File: config.mk
export PLATFORM = sky130hd
export DESIGN_NAME = logic_unit_pipe_flat
export DESIGN_NICKNAME = d
export VERILOG_FILES = /design/src/rtl/logic_unit_if.sv /design/src/rtl/logic_unit_pipe.sv /design/src/flat_wrapper.sv
export SDC_FILE = /design/constraint.sdc
export NUM_CORES = 1
export LEC_CHECK = 0
export BUFFER_PORTS_ARGS = -buffer_cell sky130_fd_sc_hd__buf_2
export CORE_MARGIN = 2
export CORE_UTILIZATION = 55
export CTS_CLUSTER_DIAMETER = 60
export DETAILED_ROUTE_END_ITERATION = 8
export GPL_ROUTABILITY_DRIVEN = 0
export PLACE_DENSITY_LB_ADDON = 0.2
export SLEW_MARGIN = 5
export SYNTH_ARGS = -nofsm -noshare
export SYNTH_HDL_FRONTEND = slang
export SYNTH_SLANG_ARGS = --single-unit
File: constraint.sdc
create_clock -name clk -period 4.05 [get_ports clk]
set_clock_uncertainty 0.2 [all_clocks]
set_input_delay 0.6075 -clock clk [delete_from_list [all_inputs] [get_ports clk]]
set_output_delay 0.6075 -clock clk [all_outputs]
set_load 0.02 [all_outputs]
File: src/rtl/logic_unit_if.sv
// Request/result bundle for logic_unit_pipe: request handshake, accumulator control,
// and the result handshake with its stored flags.
interface logic_unit_if #(
    parameter int WIDTH = 32
);
    logic             in_valid;
    logic             in_ready;
    logic [2:0]       in_op;
    logic [WIDTH-1:0] in_a;
    logic [WIDTH-1:0] in_b;
    logic             in_acc;
    logic             acc_clr;
    logic             out_valid;
    logic             out_ready;
    logic [WIDTH-1:0] out_data;
    logic             out_zero;
    logic             out_parity;
    logic [WIDTH-1:0] acc_value;

    modport master (
        output in_valid, in_op, in_a, in_b, in_acc, acc_clr, out_ready,
        input  in_ready, out_valid, out_data, out_zero, out_parity, acc_value
    );

    modport slave (
        input  in_valid, in_op, in_a, in_b, in_acc, acc_clr, out_ready,
        output in_ready, out_valid, out_data, out_zero, out_parity, acc_value
    );
endinterface

File: src/rtl/logic_unit_pipe.sv
// Pipelined bitwise logic unit: eight ops, zero/parity flags, optional accumulator as operand A,
// one-cycle latency with an output register plus a skid register for full throughput.
module logic_unit_pipe #(
    parameter int               WIDTH     = 32,
    parameter logic [WIDTH-1:0] ACC_RESET = '0
) (
    input logic          clk,
    input logic          rst_n,
    logic_unit_if.slave  bus
);

    localparam logic [2:0] OP_AND   = 3'b000;
    localparam logic [2:0] OP_OR    = 3'b001;
    localparam logic [2:0] OP_XOR   = 3'b010;
    localparam logic [2:0] OP_NOR   = 3'b011;
    localparam logic [2:0] OP_XNOR  = 3'b100;
    localparam logic [2:0] OP_ANDN  = 3'b101;
    localparam logic [2:0] OP_PASSB = 3'b110;

    function automatic logic [WIDTH-1:0] logic_op(
        input logic [2:0]       op,
        input logic [WIDTH-1:0] a,
        input logic [WIDTH-1:0] b
    );
        logic [WIDTH-1:0] r;
        case (op)
            OP_AND:   r = a & b;
            OP_OR:    r = a | b;
            OP_XOR:   r = a ^ b;
            OP_NOR:   r = ~(a | b);
            OP_XNOR:  r = ~(a ^ b);
            OP_ANDN:  r = a & ~b;
            OP_PASSB: r = b;
            default:  r = ~b;
        endcase
        return r;
    endfunction

    logic [WIDTH-1:0] acc_q;
    logic [WIDTH-1:0] acc_src_p0;
    logic [WIDTH-1:0] a_p0;
    logic [WIDTH-1:0] res_p0;
    logic             zero_p0;
    logic             par_p0;
    logic             accept;
    logic             consume;

    logic             vld_p1;
    logic [WIDTH-1:0] data_p1;
    logic             zero_p1;
    logic             par_p1;
    logic             skid_vld_p1;
    logic [WIDTH-1:0] skid_data_p1;
    logic             skid_zero_p1;
    logic             skid_par_p1;

    // Stage p0: operand select and compute; a same-cycle clear is folded in ahead of the op
    assign acc_src_p0 = bus.acc_clr ? ACC_RESET : acc_q;
    assign a_p0       = bus.in_acc ? acc_src_p0 : bus.in_a;
    assign res_p0     = logic_op(bus.in_op, a_p0, bus.in_b);
    assign zero_p0    = ~|res_p0;
    assign par_p0     = ^res_p0;

    assign accept  = bus.in_valid & ~skid_vld_p1;
    assign consume = vld_p1 & bus.out_ready;

    // Stage p1: output register plus skid; skid is only ever filled while the output register is held
    always_ff @(posedge clk or negedge rst_n) begin
        if (!rst_n) begin
            vld_p1       <= 1'b0;
            data_p1      <= '0;
            zero_p1      <= 1'b0;
            par_p1       <= 1'b0;
            skid_vld_p1  <= 1'b0;
            skid_data_p1 <= '0;
            skid_zero_p1 <= 1'b0;
            skid_par_p1  <= 1'b0;
            acc_q        <= ACC_RESET;
        end else begin
            if (consume) begin
                if (skid_vld_p1) begin
                    data_p1     <= skid_data_p1;
                    zero_p1     <= skid_zero_p1;
                    par_p1      <= skid_par_p1;
                    skid_vld_p1 <= 1'b0;
                end else if (accept) begin
                    data_p1 <= res_p0;
                    zero_p1 <= zero_p0;
                    par_p1  <= par_p0;
                end else begin
                    vld_p1 <= 1'b0;
                end
            end else if (accept) begin
                if (!vld_p1) begin
                    vld_p1  <= 1'b1;
                    data_p1 <= res_p0;
                    zero_p1 <= zero_p0;
                    par_p1  <= par_p0;
                end else begin
                    skid_vld_p1  <= 1'b1;
                    skid_data_p1 <= res_p0;
                    skid_zero_p1 <= zero_p0;
                    skid_par_p1  <= par_p0;
                end
            end

            if (accept && bus.in_acc) begin
                acc_q <= res_p0;
            end else if (bus.acc_clr) begin
                acc_q <= ACC_RESET;
            end
        end
    end

    assign bus.in_ready   = ~skid_vld_p1;
    assign bus.out_valid  = vld_p1;
    assign bus.out_data   = data_p1;
    assign bus.out_zero   = zero_p1;
    assign bus.out_parity = par_p1;
    assign bus.acc_value  = acc_q;

endmodule

File: src/flat_wrapper.sv
// flat-port wrapper written by rule: the top's interface ports become plain ports
module logic_unit_pipe_flat 
#(
    parameter int               WIDTH     = 32,
    parameter logic [WIDTH-1:0] ACC_RESET = '0
)
  (clk, rst_n, bus_in_valid, bus_in_op, bus_in_a, bus_in_b, bus_in_acc, bus_acc_clr, bus_out_ready, bus_in_ready, bus_out_valid, bus_out_data, bus_out_zero, bus_out_parity, bus_acc_value);
  logic_unit_if #(.WIDTH(WIDTH)) bus_i ();
  input logic clk;
  input logic rst_n;
  input wire logic [$bits(bus_i.in_valid)-1:0] bus_in_valid;
  input wire logic [$bits(bus_i.in_op)-1:0] bus_in_op;
  input wire logic [$bits(bus_i.in_a)-1:0] bus_in_a;
  input wire logic [$bits(bus_i.in_b)-1:0] bus_in_b;
  input wire logic [$bits(bus_i.in_acc)-1:0] bus_in_acc;
  input wire logic [$bits(bus_i.acc_clr)-1:0] bus_acc_clr;
  input wire logic [$bits(bus_i.out_ready)-1:0] bus_out_ready;
  output wire logic [$bits(bus_i.in_ready)-1:0] bus_in_ready;
  output wire logic [$bits(bus_i.out_valid)-1:0] bus_out_valid;
  output wire logic [$bits(bus_i.out_data)-1:0] bus_out_data;
  output wire logic [$bits(bus_i.out_zero)-1:0] bus_out_zero;
  output wire logic [$bits(bus_i.out_parity)-1:0] bus_out_parity;
  output wire logic [$bits(bus_i.acc_value)-1:0] bus_acc_value;
  assign bus_i.in_valid = bus_in_valid;
  assign bus_i.in_op = bus_in_op;
  assign bus_i.in_a = bus_in_a;
  assign bus_i.in_b = bus_in_b;
  assign bus_i.in_acc = bus_in_acc;
  assign bus_i.acc_clr = bus_acc_clr;
  assign bus_i.out_ready = bus_out_ready;
  assign bus_in_ready = bus_i.in_ready;
  assign bus_out_valid = bus_i.out_valid;
  assign bus_out_data = bus_i.out_data;
  assign bus_out_zero = bus_i.out_zero;
  assign bus_out_parity = bus_i.out_parity;
  assign bus_acc_value = bus_i.acc_value;
  logic_unit_pipe #(.WIDTH(WIDTH), .ACC_RESET(ACC_RESET)) u_core (.clk(clk), .rst_n(rst_n), .bus(bus_i));
endmodule
; Word level (Yosys, flattened, before mapping)
; Cells that the tools add are included.
[classes]
n_eq_ne = 9
mux = 26
bitwise_logic = 11
n_reduce_logical = 12
[op_table]
columns = cell, n
row1 = 32-bit two-way mux, 8
row2 = 32-bit one-hot mux with 7 select lines, 1
row3 = 32-bit NOT, 3
row4 = 32-bit AND, 2
row5 = 32-bit bitwise OR, 1
row6 = 32-bit OR reduction, 1
row7 = 32-bit XOR reduction, 1
row8 = 32-bit XOR, 1
row9 = 1-bit two-way mux, 17
row10 = 3-bit == test (second input constant), 3
row11 = 3-bit AND reduction, 3
row12 = 3-bit by 2-bit == test with 1-bit output (second input constant), 2
row13 = 2-bit nonzero test, 3
row14 = 2-bit != test (second input constant), 2
row15 = 3-bit by 1-bit == test with 1-bit output (second input constant), 1
row16 = 3-bit zero test, 1
row17 = 1-bit AND, 2
row18 = 2-bit by 1-bit != test with 1-bit output (second input constant), 1
row19 = 1-bit NOT, 2
row20 = 2-bit AND reduction, 1
row21 = 1-bit logical AND, 1
row22 = 1-bit zero test, 1
[word_totals]
regBits = 102
input_bits = 73

; Longest topological paths before layout
[depth]
depth_word = 10
depth_mapped = 15
depth_no_buf = 14

; Least setup slack after synthesis
; OpenSTA, ideal clock, no wires.
[synth_timing]
kind = input -> register
from = input bus_in_acc
to = register u_core.skid_par_p1
setup_time_ps = 137
arrival_ps = 3244
setup_slack_ps = 469
cell_stages = 15
path_buffers = 2
path_cell_list = buf_2 > buf_6 > mux2_2 > inv_1 > ha_1 > nor3b_1 > o32a_1 > a32o_1 > a22oi_2 > ha_1 > xnor2_1 > xnor2_1 > xnor2_1 > xnor2_1 > a21oi_1
[synth_between]
elab_chain_len = 5
[synth_lines]
columns = item, line
row1 = start: declaration, flat_wrapper.sv:15  ; input wire logic [$bits(bus_i.in_acc)-1:0] bus_in_acc;
row2 = 32-bit two-way mux (*), logic_unit_pipe.sv:59  ; assign a_p0 = bus.in_acc ? acc_src_p0 : bus.in_a;
row3 = 32-bit XOR or 32-bit bitwise OR (tied branches), --
row4 = 32-bit NOT (on tied branches), "logic_unit_pipe.sv:31, logic_unit_pipe.sv:30"
row5 = 32-bit one-hot mux with 7 select lines (*), logic_unit_pipe.sv:26  ; case (op)
row6 = 32-bit XOR reduction (*), logic_unit_pipe.sv:62  ; assign par_p0 = ^res_p0;
row7 = end signal: assignment, logic_unit_pipe.sv:103  ; skid_par_p1 <= par_p0;
row8 = end: declaration, logic_unit_pipe.sv:55  ; logic skid_par_p1;
; Mark *: on every way between the ends. The rest lies on a longest branch, timed or not.
; A chain may end at the register's enable or synchronous reset.

; Final worst setup path
[layout_timing]
from = input bus_acc_clr
to = register u_core.par_p1, in the netlist u_core.bus.out_parity
[layout_between]
elab_chain_len = 9
[layout_lines]
columns = item, line
row1 = start: declaration, flat_wrapper.sv:16  ; input wire logic [$bits(bus_i.acc_clr)-1:0] bus_acc_clr;
row2 = 32-bit two-way mux (*), --
row3 = 32-bit two-way mux (*), logic_unit_pipe.sv:59
row4 = 32-bit XOR or 32-bit bitwise OR (tied branches), --
row5 = 32-bit NOT (on tied branches), "logic_unit_pipe.sv:31, logic_unit_pipe.sv:30"
row6 = 32-bit one-hot mux with 7 select lines (*), logic_unit_pipe.sv:26
row7 = 32-bit XOR reduction (*), logic_unit_pipe.sv:62
row8 = 1-bit two-way mux (on tied branches), "logic_unit_pipe.sv:94, logic_unit_pipe.sv:86"
row9 = 1-bit two-way mux (on tied branches), "logic_unit_pipe.sv:93, logic_unit_pipe.sv:81"
row10 = 1-bit two-way mux (*), logic_unit_pipe.sv:80  ; if (consume) begin
row11 = end signal: assignment, logic_unit_pipe.sv:84  ; par_p1 <= skid_par_p1;
row12 = end signal: assignment, logic_unit_pipe.sv:89  ; par_p1 <= par_p0;
row13 = end signal: assignment, logic_unit_pipe.sv:98  ; par_p1 <= par_p0;
row14 = end: declaration, logic_unit_pipe.sv:51  ; logic par_p1;
; Mark *: on every way between the ends. The rest lies on a longest branch, timed or not. The select of a mux whose other input is x is not followed.

==> flow_summary_export.csv <==
group,metric,value,unit
run_status,outcome,"finished clean",
logic_synthesis,synth.most_common_cell,"dfrtp_1",
logic_synthesis,postSynth.asyncResetShare,1.00,
die,start_util,0.558,
placed_design,io_buffers,140,
route,ant_nets,0,
logic_synthesis,synth_compound_area_frac,0.311,
route,met1_length,10900,um
cells_and_area,final_cell_area,0.0102,mm2
timing,finalSetupViolCount,0,
run,cap_violations,0,
logic_synthesis,synth.area.top_cells,"dfrtp_1 29%, ha_1 6.8%, mux2_2 4.3%",
logic_synthesis,synth_nets,1146,
die,io_pins,141,
global_routing,antenna_found_initial,0,
worst_setup_path,critPathMaxFanout,15,
route,drtIter0Drc,857,
worst_setup_path,path_common_cell,"xnor2_1",
global_routing,grt_overflow_total,0,
global_routing,grt_pass1_vias,7708,
logic_synthesis,yosysTopAreaCell,"dfrtp_1",
worst_setup_path,reg2reg_depth,14,
clocking,cts_hold_buffers,0,
logic_synthesis,seq_area_frac_synth,0.290,
clocking,cts_tree,"built",
worst_setup_path,end_kind,"flip-flop",
route,drc,0,
timing,fin_crit_sh,0.938,
clocking,clkTransAtPathRegs,80,ps
route,vias_per_cell,6.16,
clocking,h-tree-depth,3,
die,rows,46,
worst_setup_path,worstPathCellList,"buf_2, buf_4, nor2b_1, mux2_2, inv_1, ha_1, nor3b_1, o32a_1, a32o_1, a22oi_2, ha_1, xnor2_1, xnor2_1, xnor2_1, xnor2_1, o21ai_0",
worst_setup_path,startpoint_type,"input pin",
min_path,hold_class,"input pin to async pin",
cells_and_area,num-nets-final,1267,
timing,worstMarginPinSlew,1010,ps
power,power,0.00506,W
worst_setup_path,cp_data_arrival_time,3800,ps
global_routing,grt_pass1_wl,40000,um
clocking,clockBufferDepth,2,
die,core,0.0158,mm2
route,top_layer,"met4",
logic_synthesis,synth-seq-cells,102,
route,vias,8428,
timing,fin_tns_setup,0,ps
logic_synthesis,synth_cell_types,56,
die,die_y,131,um
power,p_per_area,497,mW/mm2
timing,grt_setup_unrepaired,"no",
logic_synthesis,ys_top_cells_by_count,"102 x dfrtp_1, 89 x nor2_1, 68 x inv_1",
power,irDropWorstVdd,0.291,mV
logic_synthesis,synth_adder_area_share,0.0682,
placed_design,place_worst_setup_slack,-45.7,ps
worst_setup_path,critPathKind,"input pin to flip-flop",
logic_synthesis,ys.flop_type,"dfrtp_1",
timing,slew_headroom,0.329,
route,wl_per_cell,18.7,um
logic_synthesis,netlist_instances,1025,
cells_and_area,drive_gt1_frac,0.262,
clocking,cts_made_buffers,9,
logic_synthesis,muxShareOfSynthArea,0.0651,
timing,fin_ws,252,ps
cells_and_area,seq_area,0.00255,mm2
logic_synthesis,avgSynthCellArea,8.59,um2
route,firstDrtPassIters,5,
worst_setup_path,cp_slowest_stage_delay,380,ps
clocking,cts-root-buf,"clkbuf_16",
cells_and_area,fillers,1381,
route,wl_met3,1910,um
placed_design,place_area,0.00990,mm2
clocking,cts_sinks,102,
cells_and_area,area_growth,15.7,%
power,p_leak,4.49,nW
logic_synthesis,yosys_warnings,0,
clocking,post-cts-setup-buffer-count,0,
timing,fin_crit,3800,ps
cells_and_area,multi_input_area,0.00554,mm2
logic_synthesis,synth-edff-count,0,
logic_synthesis,synthSimpleGateAreaFrac,0.156,
worst_setup_path,critPathRequiredTime,4050,ps
die,die_x,131,um
timing,slew_violations,0,
worst_setup_path,crit_slowest_cell,"buf_2",
timing,timing_hold_violations_final,0,
global_routing,grt_max_degree,81,
logic_synthesis,synthXorXnorAreaFrac,0.0279,
worst_setup_path,r2r_end,"u_core.bus.out_parity$_DFFE_PN0P_",
route,routed_wl,25500,um
logic_synthesis,syn-cell-area,0.00880,mm2
logic_synthesis,synth_top_family_by_area,"compound AO/OA/AOI/OAI gates",
worst_setup_path,timing.reg2reg.setup_slack,540,ps
timing,clock.fmax,263,MHz
die,die_area,0.0170,mm2
logic_synthesis,synth.top_cell.area_share,0.290,
global_routing,grt_use_total,0.298,
clocking,clk_latency,350,ps
route,wl_met2,11800,um
worst_setup_path,r2r_start,"u_core.bus.acc_value[24]$_DFF_PN0_",
placed_design,dp_hpwl,18100,um
clocking,cts_resized,0,
cell usage in the layout, fill, tap and decap left out, types with 2 or more instances in the layout:
cell type	instances
nor2_1	89
a32o_1	17
nand4_1	4
nand2b_1	26
xnor2_1	13
o21ai_1	39
inv_1	68
a21boi_0	14
nand2_1	63
o211ai_1	18
buf_4	52
a31o_2	12
a31oi_1	13
a22oi_2	17
a211oi_1	2
xor2_1	15
or2_2	2
o21ai_0	57
nor2b_1	32
ha_1	48
clkbuf_16	9
a2111o_1	18
buf_12	10
a22oi_1	32
mux2_2	34
or2b_1	3
clkinvlp_4	3
o32ai_1	2
dfrtp_1	102
mux2i_1	19
o22ai_1	13
buf_2	137
o221a_2	13
a311oi_1	13
o32a_1	31
nand3b_1	2
a21oi_1	48
nor3b_1	38
report_power, final:
part | internal, W | leakage, nW | total (W) | switching, W
Sequential | 0.00143 | 1.23 | 0.00167 | 0.000239
Combinational | 0.00104 | 3.13 | 0.00253 | 0.00150
Clock | 0.000442 | 0.130 | 0.000858 | 0.000417
per-stage QoR:
stage,hold WS (ps),utilization,std cells
finish,231,0.646,1368
detailed placement,294,0.628,1351
global route,284,0.646,1367
global placement,281,0.628,1351
floorplan,112,-,1025
CTS,267,0.646,1367
layer usage:
layer  vias up  global-route usage
met5         -                   0
met4         0               0.101
met2       362               0.478
met1      3982               0.409
met3        44              0.0525
li1       4040                   -
cell families (layout without fill, tap and decap cells):
family | Yosys count | in the layout
flip-flops | 102 | 102
other | 0 | 1
AO/OA/AOI/OAI | 367 | 367
XOR/XNOR | 28 | 28
buffers and inverters | 158 | 284
multiplexers | 53 | 53
adder cells (fa/ha/maj) | 48 | 48
AND/OR/NAND/NOR | 269 | 269
area by class of cell:
type	count	share of cell area
multi-input cells	765	0.544
flip-flops and latches	102	0.251
repair buffers	199	0.125
well taps	216	0.0265
inverters	69	0.0254
clock buffers	11	0.0238
clock inverters	5	0.00418
diodes	1	0.000246
registers in the layout, summed over array words and instances (netlist names):
register / count
u_core.skid_par_p1: 1
u_core.skid_vld_p1: 1
u_core.bus.out_valid: 1
u_core.bus.out_parity: 1
u_core.bus.out_data: 32
u_core.bus.acc_value: 32
u_core.bus.out_zero: 1
u_core.skid_data_p1: 32
u_core.skid_zero_p1: 1
worst max path at each step:
stage	slack [ps]	endpoint	startpoint	cells after the start
after floorplan	470	u_core.skid_par_p1$_DFFE_PN0P_	bus_in_acc	15
after global placement	30	u_core.bus.out_parity$_DFFE_PN0P_	bus_acc_clr	16
after detailed placement	-50	u_core.bus.out_parity$_DFFE_PN0P_	bus_acc_clr	16
after CTS	340	u_core.bus.out_parity$_DFFE_PN0P_	bus_acc_clr	16
after global routing	40	u_core.bus.out_parity$_DFFE_PN0P_	bus_acc_clr	16
final	250	u_core.bus.out_parity$_DFFE_PN0P_	bus_acc_clr	16
critical path, delay by kind of cell:
family                   cells  cell delay, ps
XOR/XNOR                     4             840
AO/OA/AOI/OAI                4             820
buffers and inverters        3             660
adder cells (fa/ha/maj)      2             430
multiplexers                 1             300
AND/OR/NAND/NOR              2             130
Power figures use the tool's default switching activity.
